===== config.mk =====
export PLATFORM = sky130hd
export DESIGN_NAME = wb_arbiter_flat
export DESIGN_NICKNAME = d
export VERILOG_FILES = /design/src/rtl/wb_arbiter_if.sv /design/src/rtl/wb_arbiter.sv /design/src/flat_wrapper.sv
export SDC_FILE = /design/constraint.sdc
export NUM_CORES = 1
export LEC_CHECK = 0
export CORE_MARGIN = 1
export CORE_UTILIZATION = 50
export DETAILED_ROUTE_END_ITERATION = 7
export PLACE_DENSITY = 0.76
export SLEW_MARGIN = 20
export SYNTH_ARGS = -nofsm -noshare
export SYNTH_HDL_FRONTEND = slang
export SYNTH_SLANG_ARGS = --single-unit

===== constraint.sdc =====
create_clock -name CLK -period 5.4 [get_ports CLK]
set_input_delay 0.81 -clock CLK [delete_from_list [all_inputs] [get_ports CLK]]
set_output_delay 0.81 -clock CLK [all_outputs]
set_load 0.005 [all_outputs]

===== src/rtl/wb_arbiter_if.sv =====
// wb_arbiter_if: bundle of the producer handshakes and the register-bank
// write port seen by the write-back arbiter.
//   ALU_VALID/ALU_RD/ALU_WD/ALU_READY : ALU result offer and acceptance
//   MEM_VALID/MEM_RD/MEM_WD/MEM_READY : load-unit result offer and acceptance
//   WE3/RA3/WD3                       : registered write port to the register bank
//   PEND_MASK                         : registers with a write not yet in the bank
// Modport slave is used by the arbiter, master by whatever drives the producers.
interface wb_arbiter_if #(
    parameter int WIDTH  = 32,
    parameter int ADDR_W = 4
);
    localparam int NUM_REGS = 2 ** ADDR_W;

    logic                ALU_VALID;
    logic [ADDR_W-1:0]   ALU_RD;
    logic [WIDTH-1:0]    ALU_WD;
    logic                ALU_READY;
    logic                MEM_VALID;
    logic [ADDR_W-1:0]   MEM_RD;
    logic [WIDTH-1:0]    MEM_WD;
    logic                MEM_READY;
    logic                WE3;
    logic [ADDR_W-1:0]   RA3;
    logic [WIDTH-1:0]    WD3;
    logic [NUM_REGS-1:0] PEND_MASK;

    modport slave (
        input  ALU_VALID, ALU_RD, ALU_WD, MEM_VALID, MEM_RD, MEM_WD,
        output ALU_READY, MEM_READY, WE3, RA3, WD3, PEND_MASK
    );

    modport master (
        output ALU_VALID, ALU_RD, ALU_WD, MEM_VALID, MEM_RD, MEM_WD,
        input  ALU_READY, MEM_READY, WE3, RA3, WD3, PEND_MASK
    );
endinterface


===== src/rtl/wb_arbiter.sv =====
// wb_arbiter: merges ALU and memory-unit results into the single register
// bank write port. Accepted writes go through a DEPTH-entry in-order FIFO and
// retire one per cycle onto WE3/RA3/WD3. PEND_MASK flags every register whose
// write is still buffered or currently presented to the bank.
// Ports:
//   CLK   : clock, all state changes on its rising edge
//   RST_N : synchronous active-low reset
//   bus   : wb_arbiter_if.slave (handshakes, bank write port, pending mask)
module wb_arbiter #(
    parameter int WIDTH  = 32,
    parameter int ADDR_W = 4,
    parameter int DEPTH  = 4
) (
    input  logic        CLK,
    input  logic        RST_N,
    wb_arbiter_if.slave bus
);
    localparam int NUM_REGS = 2 ** ADDR_W;
    localparam int PTR_W    = $clog2(DEPTH);
    localparam int CNT_W    = $clog2(DEPTH + 1);

    logic [ADDR_W-1:0] rd_mem [DEPTH];
    logic [WIDTH-1:0]  wd_mem [DEPTH];

    logic [PTR_W-1:0]  rd_ptr_reg, wr_ptr_reg;
    logic [PTR_W-1:0]  rd_ptr_next, wr_ptr_next, alu_slot;
    logic [CNT_W-1:0]  count_reg, count_next;
    logic              we_reg;
    logic [ADDR_W-1:0] ra_reg;
    logic [WIDTH-1:0]  wd_reg;

    logic ready, mem_acc, alu_acc, pop;

    // Both sources share one ready so that two simultaneous enqueues always fit.
    assign ready   = (count_reg <= CNT_W'(DEPTH - 2));
    assign mem_acc = bus.MEM_VALID & ready;
    assign alu_acc = bus.ALU_VALID & ready;
    // Pop decision uses the count before this edge's enqueues, so a freshly
    // written entry is never retired in the same cycle.
    assign pop     = (count_reg != '0);

    // MEM takes the first free slot, ALU the one after it when both transfer.
    assign alu_slot    = wr_ptr_reg + PTR_W'(mem_acc);
    assign wr_ptr_next = wr_ptr_reg + PTR_W'(mem_acc) + PTR_W'(alu_acc);
    assign rd_ptr_next = rd_ptr_reg + PTR_W'(pop);
    assign count_next  = count_reg + CNT_W'(mem_acc) + CNT_W'(alu_acc) - CNT_W'(pop);

    always_ff @(posedge CLK) begin
        if (!RST_N) begin
            rd_ptr_reg <= '0;
            wr_ptr_reg <= '0;
            count_reg  <= '0;
            we_reg     <= 1'b0;
            ra_reg     <= '0;
            wd_reg     <= '0;
        end else begin
            rd_ptr_reg <= rd_ptr_next;
            wr_ptr_reg <= wr_ptr_next;
            count_reg  <= count_next;
            if (pop) begin
                we_reg <= 1'b1;
                ra_reg <= rd_mem[rd_ptr_reg];
                wd_reg <= wd_mem[rd_ptr_reg];
            end else begin
                we_reg <= 1'b0;
            end
        end
    end

    // Storage has no reset; validity is defined by the pointers and count.
    // Write slots never collide with the head slot because acceptance
    // requires at least two free entries.
    always_ff @(posedge CLK) begin
        if (RST_N) begin
            for (int i = 0; i < DEPTH; i++) begin
                if (mem_acc && wr_ptr_reg == PTR_W'(i)) begin
                    rd_mem[i] <= bus.MEM_RD;
                    wd_mem[i] <= bus.MEM_WD;
                end else if (alu_acc && alu_slot == PTR_W'(i)) begin
                    rd_mem[i] <= bus.ALU_RD;
                    wd_mem[i] <= bus.ALU_WD;
                end
            end
        end
    end

    // A physical slot holds a live entry when its distance from the head,
    // taken modulo DEPTH, is below the occupancy count.
    logic [DEPTH-1:0][NUM_REGS-1:0] slot_mask;

    genvar gi;
    generate
        for (gi = 0; gi < DEPTH; gi++) begin : g_slot
            logic [PTR_W-1:0] slot_off;
            logic             slot_valid;
            assign slot_off      = PTR_W'(gi) - rd_ptr_reg;
            assign slot_valid    = (CNT_W'(slot_off) < count_reg);
            assign slot_mask[gi] = slot_valid ? (NUM_REGS'(1) << rd_mem[gi]) : '0;
        end
    endgenerate

    logic [NUM_REGS-1:0] pend_mask;

    always_comb begin
        pend_mask = we_reg ? (NUM_REGS'(1) << ra_reg) : '0;
        for (int i = 0; i < DEPTH; i++) begin
            pend_mask = pend_mask | slot_mask[i];
        end
    end

    assign bus.ALU_READY = ready;
    assign bus.MEM_READY = ready;
    assign bus.WE3       = we_reg;
    assign bus.RA3       = ra_reg;
    assign bus.WD3       = wd_reg;
    assign bus.PEND_MASK = pend_mask;
endmodule


===== src/flat_wrapper.sv =====
// flat-port wrapper written by rule: the top's interface ports become plain ports
module wb_arbiter_flat 
#(
    parameter int WIDTH  = 32,
    parameter int ADDR_W = 4,
    parameter int DEPTH  = 4
)
  (CLK, RST_N, bus_ALU_VALID, bus_ALU_RD, bus_ALU_WD, bus_MEM_VALID, bus_MEM_RD, bus_MEM_WD, bus_ALU_READY, bus_MEM_READY, bus_WE3, bus_RA3, bus_WD3, bus_PEND_MASK);
  wb_arbiter_if #(.WIDTH(WIDTH), .ADDR_W(ADDR_W)) bus_i ();
  input  logic CLK;
  input  logic RST_N;
  input wire logic [$bits(bus_i.ALU_VALID)-1:0] bus_ALU_VALID;
  input wire logic [$bits(bus_i.ALU_RD)-1:0] bus_ALU_RD;
  input wire logic [$bits(bus_i.ALU_WD)-1:0] bus_ALU_WD;
  input wire logic [$bits(bus_i.MEM_VALID)-1:0] bus_MEM_VALID;
  input wire logic [$bits(bus_i.MEM_RD)-1:0] bus_MEM_RD;
  input wire logic [$bits(bus_i.MEM_WD)-1:0] bus_MEM_WD;
  output wire logic [$bits(bus_i.ALU_READY)-1:0] bus_ALU_READY;
  output wire logic [$bits(bus_i.MEM_READY)-1:0] bus_MEM_READY;
  output wire logic [$bits(bus_i.WE3)-1:0] bus_WE3;
  output wire logic [$bits(bus_i.RA3)-1:0] bus_RA3;
  output wire logic [$bits(bus_i.WD3)-1:0] bus_WD3;
  output wire logic [$bits(bus_i.PEND_MASK)-1:0] bus_PEND_MASK;
  assign bus_i.ALU_VALID = bus_ALU_VALID;
  assign bus_i.ALU_RD = bus_ALU_RD;
  assign bus_i.ALU_WD = bus_ALU_WD;
  assign bus_i.MEM_VALID = bus_MEM_VALID;
  assign bus_i.MEM_RD = bus_MEM_RD;
  assign bus_i.MEM_WD = bus_MEM_WD;
  assign bus_ALU_READY = bus_i.ALU_READY;
  assign bus_MEM_READY = bus_i.MEM_READY;
  assign bus_WE3 = bus_i.WE3;
  assign bus_RA3 = bus_i.RA3;
  assign bus_WD3 = bus_i.WD3;
  assign bus_PEND_MASK = bus_i.PEND_MASK;
  wb_arbiter #(.WIDTH(WIDTH), .ADDR_W(ADDR_W), .DEPTH(DEPTH)) u_core (.CLK(CLK), .RST_N(RST_N), .bus(bus_i));
endmodule

Yosys cells after proc, flatten, opt, wreduce, memory -nomap -nowiden
Memory sizes are Yosys's and may differ from the RTL's. A register that Yosys moved wholly into a read port is not among the register bits. Cells that the tools add are included.

Flip-flop bits (word level): 8. Latch bits: 0. Bits in writable memories: 144. ROM bits: 0. Input port bits: 76. Output and inout port bits: 55. Logic and storage cells: 117. Memories kept: 2.

Add/sub/neg operators: 10. Multiply operators: 0. Div/mod/pow operators: 0. Magnitude comparators: 5. Eq/ne operators: 6. Shift-type cells: 5. Multiplexer cells: 54. Bitwise gates (word level): 14. Reductions and logical operators: 17.

Memory list: u_core.wd_mem (depth 4, bits a word 32, read ports 1, clocked after Yosys merged registers in 1, wr ports 2, RTL line wb_arbiter.sv:23) `logic [WIDTH-1:0] wd_mem [DEPTH];`; u_core.rd_mem (depth 4, bits a word 4, read ports 5, clocked after Yosys merged registers in 1, wr ports 2, RTL line wb_arbiter.sv:22) `logic [ADDR_W-1:0] rd_mem [DEPTH];`.

Operators by type and width (count): $mux W32 (6); $mux W16 (5); $shl A1 B4 Y16 const A (5); $or A16 B16 Y16 (4); $reduce_or A32 Y1 (2); $mux W1 (33); $mux W4 (6); $lt A2 B3 Y1 (4); $eq A2 B2 Y1 const B (4); $logic_and A1 B1 Y1 (8); $mux W2 (4); $or A1 B1 Y1 (8); $reduce_or A4 Y1 (2); $add A2 B1 Y2 (3); $add A3 B1 Y3 (2); $eq A2 B1 Y1 const B (2); $logic_not A2 Y1 (2); $sub A1 B2 Y2 const A (2); $sub A2 B2 Y2 const A (2); $le A3 B2 Y1 const B (1); $reduce_bool A3 Y1 (1); $sub A3 B1 Y3 (1); $and A1 B1 Y1 (2); $logic_not A1 Y1 (2).

Depth between registers and ports, before layout
Word-level depth: 12. Mapped depth: 14. Gate-level depth less buffers: 10.

Worst setup path after synthesis
Ideal clock, no wire load.

Kind: flip-flop to flip-flop. Start: register u_core.count_reg[2]. End: memory u_core.rd_mem[2][0] (enable). Arrival time: 4.601 ns. Required time: 4.915 ns. Path slack: 0.315 ns. Stages on the path, launching flop included: 13. Period minus slack after synthesis: 5.085 ns. Cell sequence: dfxtp_1 > buf_2 > inv_1 > ha_1 > or2_2 > clkbuf_1 > nand2_1 > inv_1 > ha_1 > nor2b_1 > or2_2 > nand4b_1 > a21boi_0.

RTL lines: from (decl) (RTL line wb_arbiter.sv:27) `logic [CNT_W-1:0] count_reg, count_next;`; from (signal assigned) (RTL line wb_arbiter.sv:59) `count_reg <= count_next;`; to (decl) (RTL line wb_arbiter.sv:22).

Worst setup path after layout
Start: register u_core.rd_ptr_reg[1]. End: output port bus_PEND_MASK[3].

Cells in the longest elaborated chain, start to end: 7.

RTL lines: from (decl) (RTL line wb_arbiter.sv:25) `logic [PTR_W-1:0] rd_ptr_reg, wr_ptr_reg;`; from (signal assigned) (RTL line wb_arbiter.sv:57) `rd_ptr_reg <= rd_ptr_next;`; $sub A1 B2 Y2 (RTL line wb_arbiter.sv:96) `assign slot_off = PTR_W'(gi) - rd_ptr_reg;`; $lt A2 B3 Y1 (RTL line wb_arbiter.sv:97) `assign slot_valid = (CNT_W'(slot_off) < count_reg);`; $mux W16 (RTL line wb_arbiter.sv:98) `assign slot_mask[gi] = slot_valid ? (NUM_REGS'(1) << rd_mem[gi]) : '0;`; $or A16 B16 Y16 (3 in series) (RTL line wb_arbiter.sv:107) `pend_mask = pend_mask | slot_mask[i];`; $or A16 B16 Y16 (*) (RTL line wb_arbiter.sv:107); to (decl) (RTL line flat_wrapper.sv:23) `output wire logic [$bits(bus_i.PEND_MASK)-1:0] bus_PEND_MASK;`.

Every way passes the cells marked *; elsewhere a longest branch is shown, timed or not.

==> run_results.csv <==
group,metric,value,unit
synthesis,synth_top_family_by_area,"multiplexers",
drt,drt_pass1_iterations,4,
synthesis,yosysTopAreaCellShare,0.438,
setup_path,worstPathRequired,4.59,ns
global_routing,grt_pass1_vias,6559,
timing,setup_viol,0,
worst_hold_path,min_path_type,"reg2reg",
global_routing,top_usage_layer,"met2",
power,cellLeakagePower,4.11,nW
setup_path,critPathLaunchType,"flop",
timing,setup_tns,0,ns
synthesis,syn_nets,818,
finish,final_nets,931,
timing,grt_setup_unrepaired,"false",
cts,post-cts-setup-buffer-count,0,
global_routing,grt_pass1_wl,35500,um
floorplanning,die_w,143,um
timing,max_freq,234,MHz
global_routing,track_usage,0.235,
power,pwr_density_cell,456,nW/um^2
synthesis,async_flop_share,0,
synthesis,netlist_top_cells_area,"edfxtp_1 (44%), mux2_2 (12%), dfxtp_1 (8.9%)",
global_routing,grt_use_met1,0.305,
power,ir_worst_vdd,0.252,mV
cts,holdBufCountCts,0,
drt,drc,0,
timing,finalCriticalPeriod,4.28,ns
place,place_congestion,1.00,
cts,cts_buffer_depth,2,
timing,fin_crit_sh,0.792,
drt,viasPerCell,5.78,
global_routing,antenna_found_initial,0,
synthesis,synth_area,9870,sq um
synthesis,synthCells,731,
global_routing,grt_max_degree,48,
floorplanning,die_y,143,um
drt,first_iter_violations,419,
synthesis,yosys.area_share.xor_xnor,0.00355,
timing,fin_skew,0.00918,ns
synthesis,synthAdderAreaFrac,0.0155,
synthesis,synth_warnings,0,
setup_path,crit_type,"reg2out",
cts,clk_root_buffer_cell,"clkbuf_16",
cts,tritoncts,"built",
finish,ff_latch_area,5210,sq um
cts,path_clk_slew,0.07,ns
global_routing,gr-total-overflow,0,
synthesis,ys_types,51,
setup_path,cp-startpoint,"u_core.rd_ptr_reg[1]$_SDFF_PN0_",
cts,cts_inserted_buffers,17,
cts,cts.sinks,188,
place,dpl.cell_count,1090,
synthesis,ys.flop_type,"edfxtp_1",
synthesis,synth_mux_area_frac,0.257,
place,port_buffers,130,
synthesis,synth.most_common_cell,"edfxtp_1",
timing,worst_pin_slew,1.20,ns
drt,drtAntennaViolNets,0,
drt,wl_per_cell,20.4,um
setup_path,crit_arrival,3.47,ns
floorplanning,initial_core_util,0.509,
synthesis,synth-seq-cells,188,
cts,cts_htree_levels,4,
finish,multi_input_area,4440,sq um
synthesis,synth_edf_count,144,
timing,maxSlewViolCount,0,
finish,drive_gt1_frac,0.275,
finish,layout.cells.non_filler,1122,
floorplanning,core_area,19400,sq um
place,dp_hpwl,14500,um
floorplanning,ioPinCount,131,
floorplanning,die_area,20300,sq um
floorplanning,fp-row-count,51,
synthesis,yosys.area_share.simple,0.112,
setup_path,cp_max_fo,13,
synthesis,syn_area_per_cell,13.5,sq um
finish,largest_reg_flops,128,
setup_path,timing.rr.start,"u_core.count_reg[2]$_SDFF_PN0_",
setup_path,cp-end-kind,"output port",
worst_hold_path,hp-start,"u_core.bus.WD3[6]$_SDFFE_PN0N_",
timing,finalHoldViolations,0,
finish,n_fill_cell,1516,
synthesis,synth_area_leader_cell,"edfxtp_1",
drt,wirelength,22900,um
drt,dr_total_vias,6485,
synthesis,yosysSeqAreaShare,0.527,
synthesis,synth_compound_area_frac,0.0565,
global_routing,grt.met2_usage,0.404,
cts,cts_resized,0,
global_routing,gr-usage-met3,0.0390,
cts,clk_latency,0.43,ns
timing,relSlewSlack,0.193,
flow_run,maxCapViolCount,0,
synthesis,synth.top_cells.by_count,"edfxtp_1 (144), mux2_2 (108), nand2_1 (93)",
outcome,status,"completed",
finish,top_register,"u_core.wd_mem",
finish,area_delta_synth_final,21.2,%
finish,n_antenna_cell,0,
## routing by layer
metal | share of wire | vias to the layer above
li1 | - | 3002
met1 | 0.43 | 3214
met2 | 0.50 | 242
met3 | 0.064 | 27
met4 | 0.015 | 0
met5 | 0 | -
## where the power goes
group          switching (mW)  internal [mW]  leakage [nW]
Clock                   0.557          0.624         0.265
Sequential              0.202           1.93          1.67
Combinational            1.08           1.06          2.17
Total                    1.84           3.62          4.11
## cell type report
type / count / area share
Clock buffer: 18 / 0.0377
Sequential cell: 188 / 0.435
Tap cell: 265 / 0.0277
Inverter: 13 / 0.00408
Timing Repair Buffer: 141 / 0.115
Clock inverter: 14 / 0.00920
Multi-Input combinational cell: 483 / 0.371
## kinds of logic (layout without fill, tap and decap cells)
group                    after synthesis  in the layout
buffers and inverters                 60            186
multiplexers                         180            180
XOR/XNOR                               4              4
adder cells (fa/ha/maj)               11             11
AND/OR/NAND/NOR                      213            213
AO/OA/AOI/OAI                         75             75
flip-flops                           188            188
## critical path: stages (launching register included)
cell and delay, ns:
dfxtp_2 0.54, xnor2_1 0.19, ha_1 0.26, nor2b_1 0.15, a211oi_1 1.01, a21oi_1 0.18
o2111ai_1 0.16, clkdlybuf4s50_1 0.56
## layout by cell type, fill, tap and decap left out, types with 5 or more instances in the layout
master           count
nand4_1             12
nand2_1             93
nand3_1             13
mux4_2              36
nor3_1               8
clkbuf_16           18
ha_1                 9
mux2_4              29
inv_6                5
nor2_1              19
nand2b_1            14
mux2_2             108
nand4b_1             7
inv_1               12
buf_4               11
dfxtp_1             42
edfxtp_1           144
nor2b_1             18
clkdlybuf4s50_1    129
a21boi_0            36
mux2_1               7
a21oi_1             10
and2_1               8
## stage by stage
step	hold WS [ns]	area [sq um]	util	worst slack (ns)	total power [mW]
finish	0.461	12000	0.617	1.12	5.46
global route	0.480	12000	0.617	0.986	5.76
CTS	0.465	12000	0.616	1.17	5.50
detailed placement	0.456	11400	0.588	1.53	4.31
global placement	0.453	11400	0.588	1.59	4.29
floorplan	0.457	9870	-	0.315	3.47
## worst paths after layout
kind	endpoint	slack, ns	depth (start not counted)
max	bus_PEND_MASK[3]	1.12	7
min reg2reg	u_core.bus.WD3[6]$_SDFFE_PN0N_	0.46	2
max reg2reg	u_core.wd_mem[1][0]$_DFFE_PP_	1.64	11
min	u_core.bus.WD3[6]$_SDFFE_PN0N_	0.46	2
(Power assumes the default switching activity.)
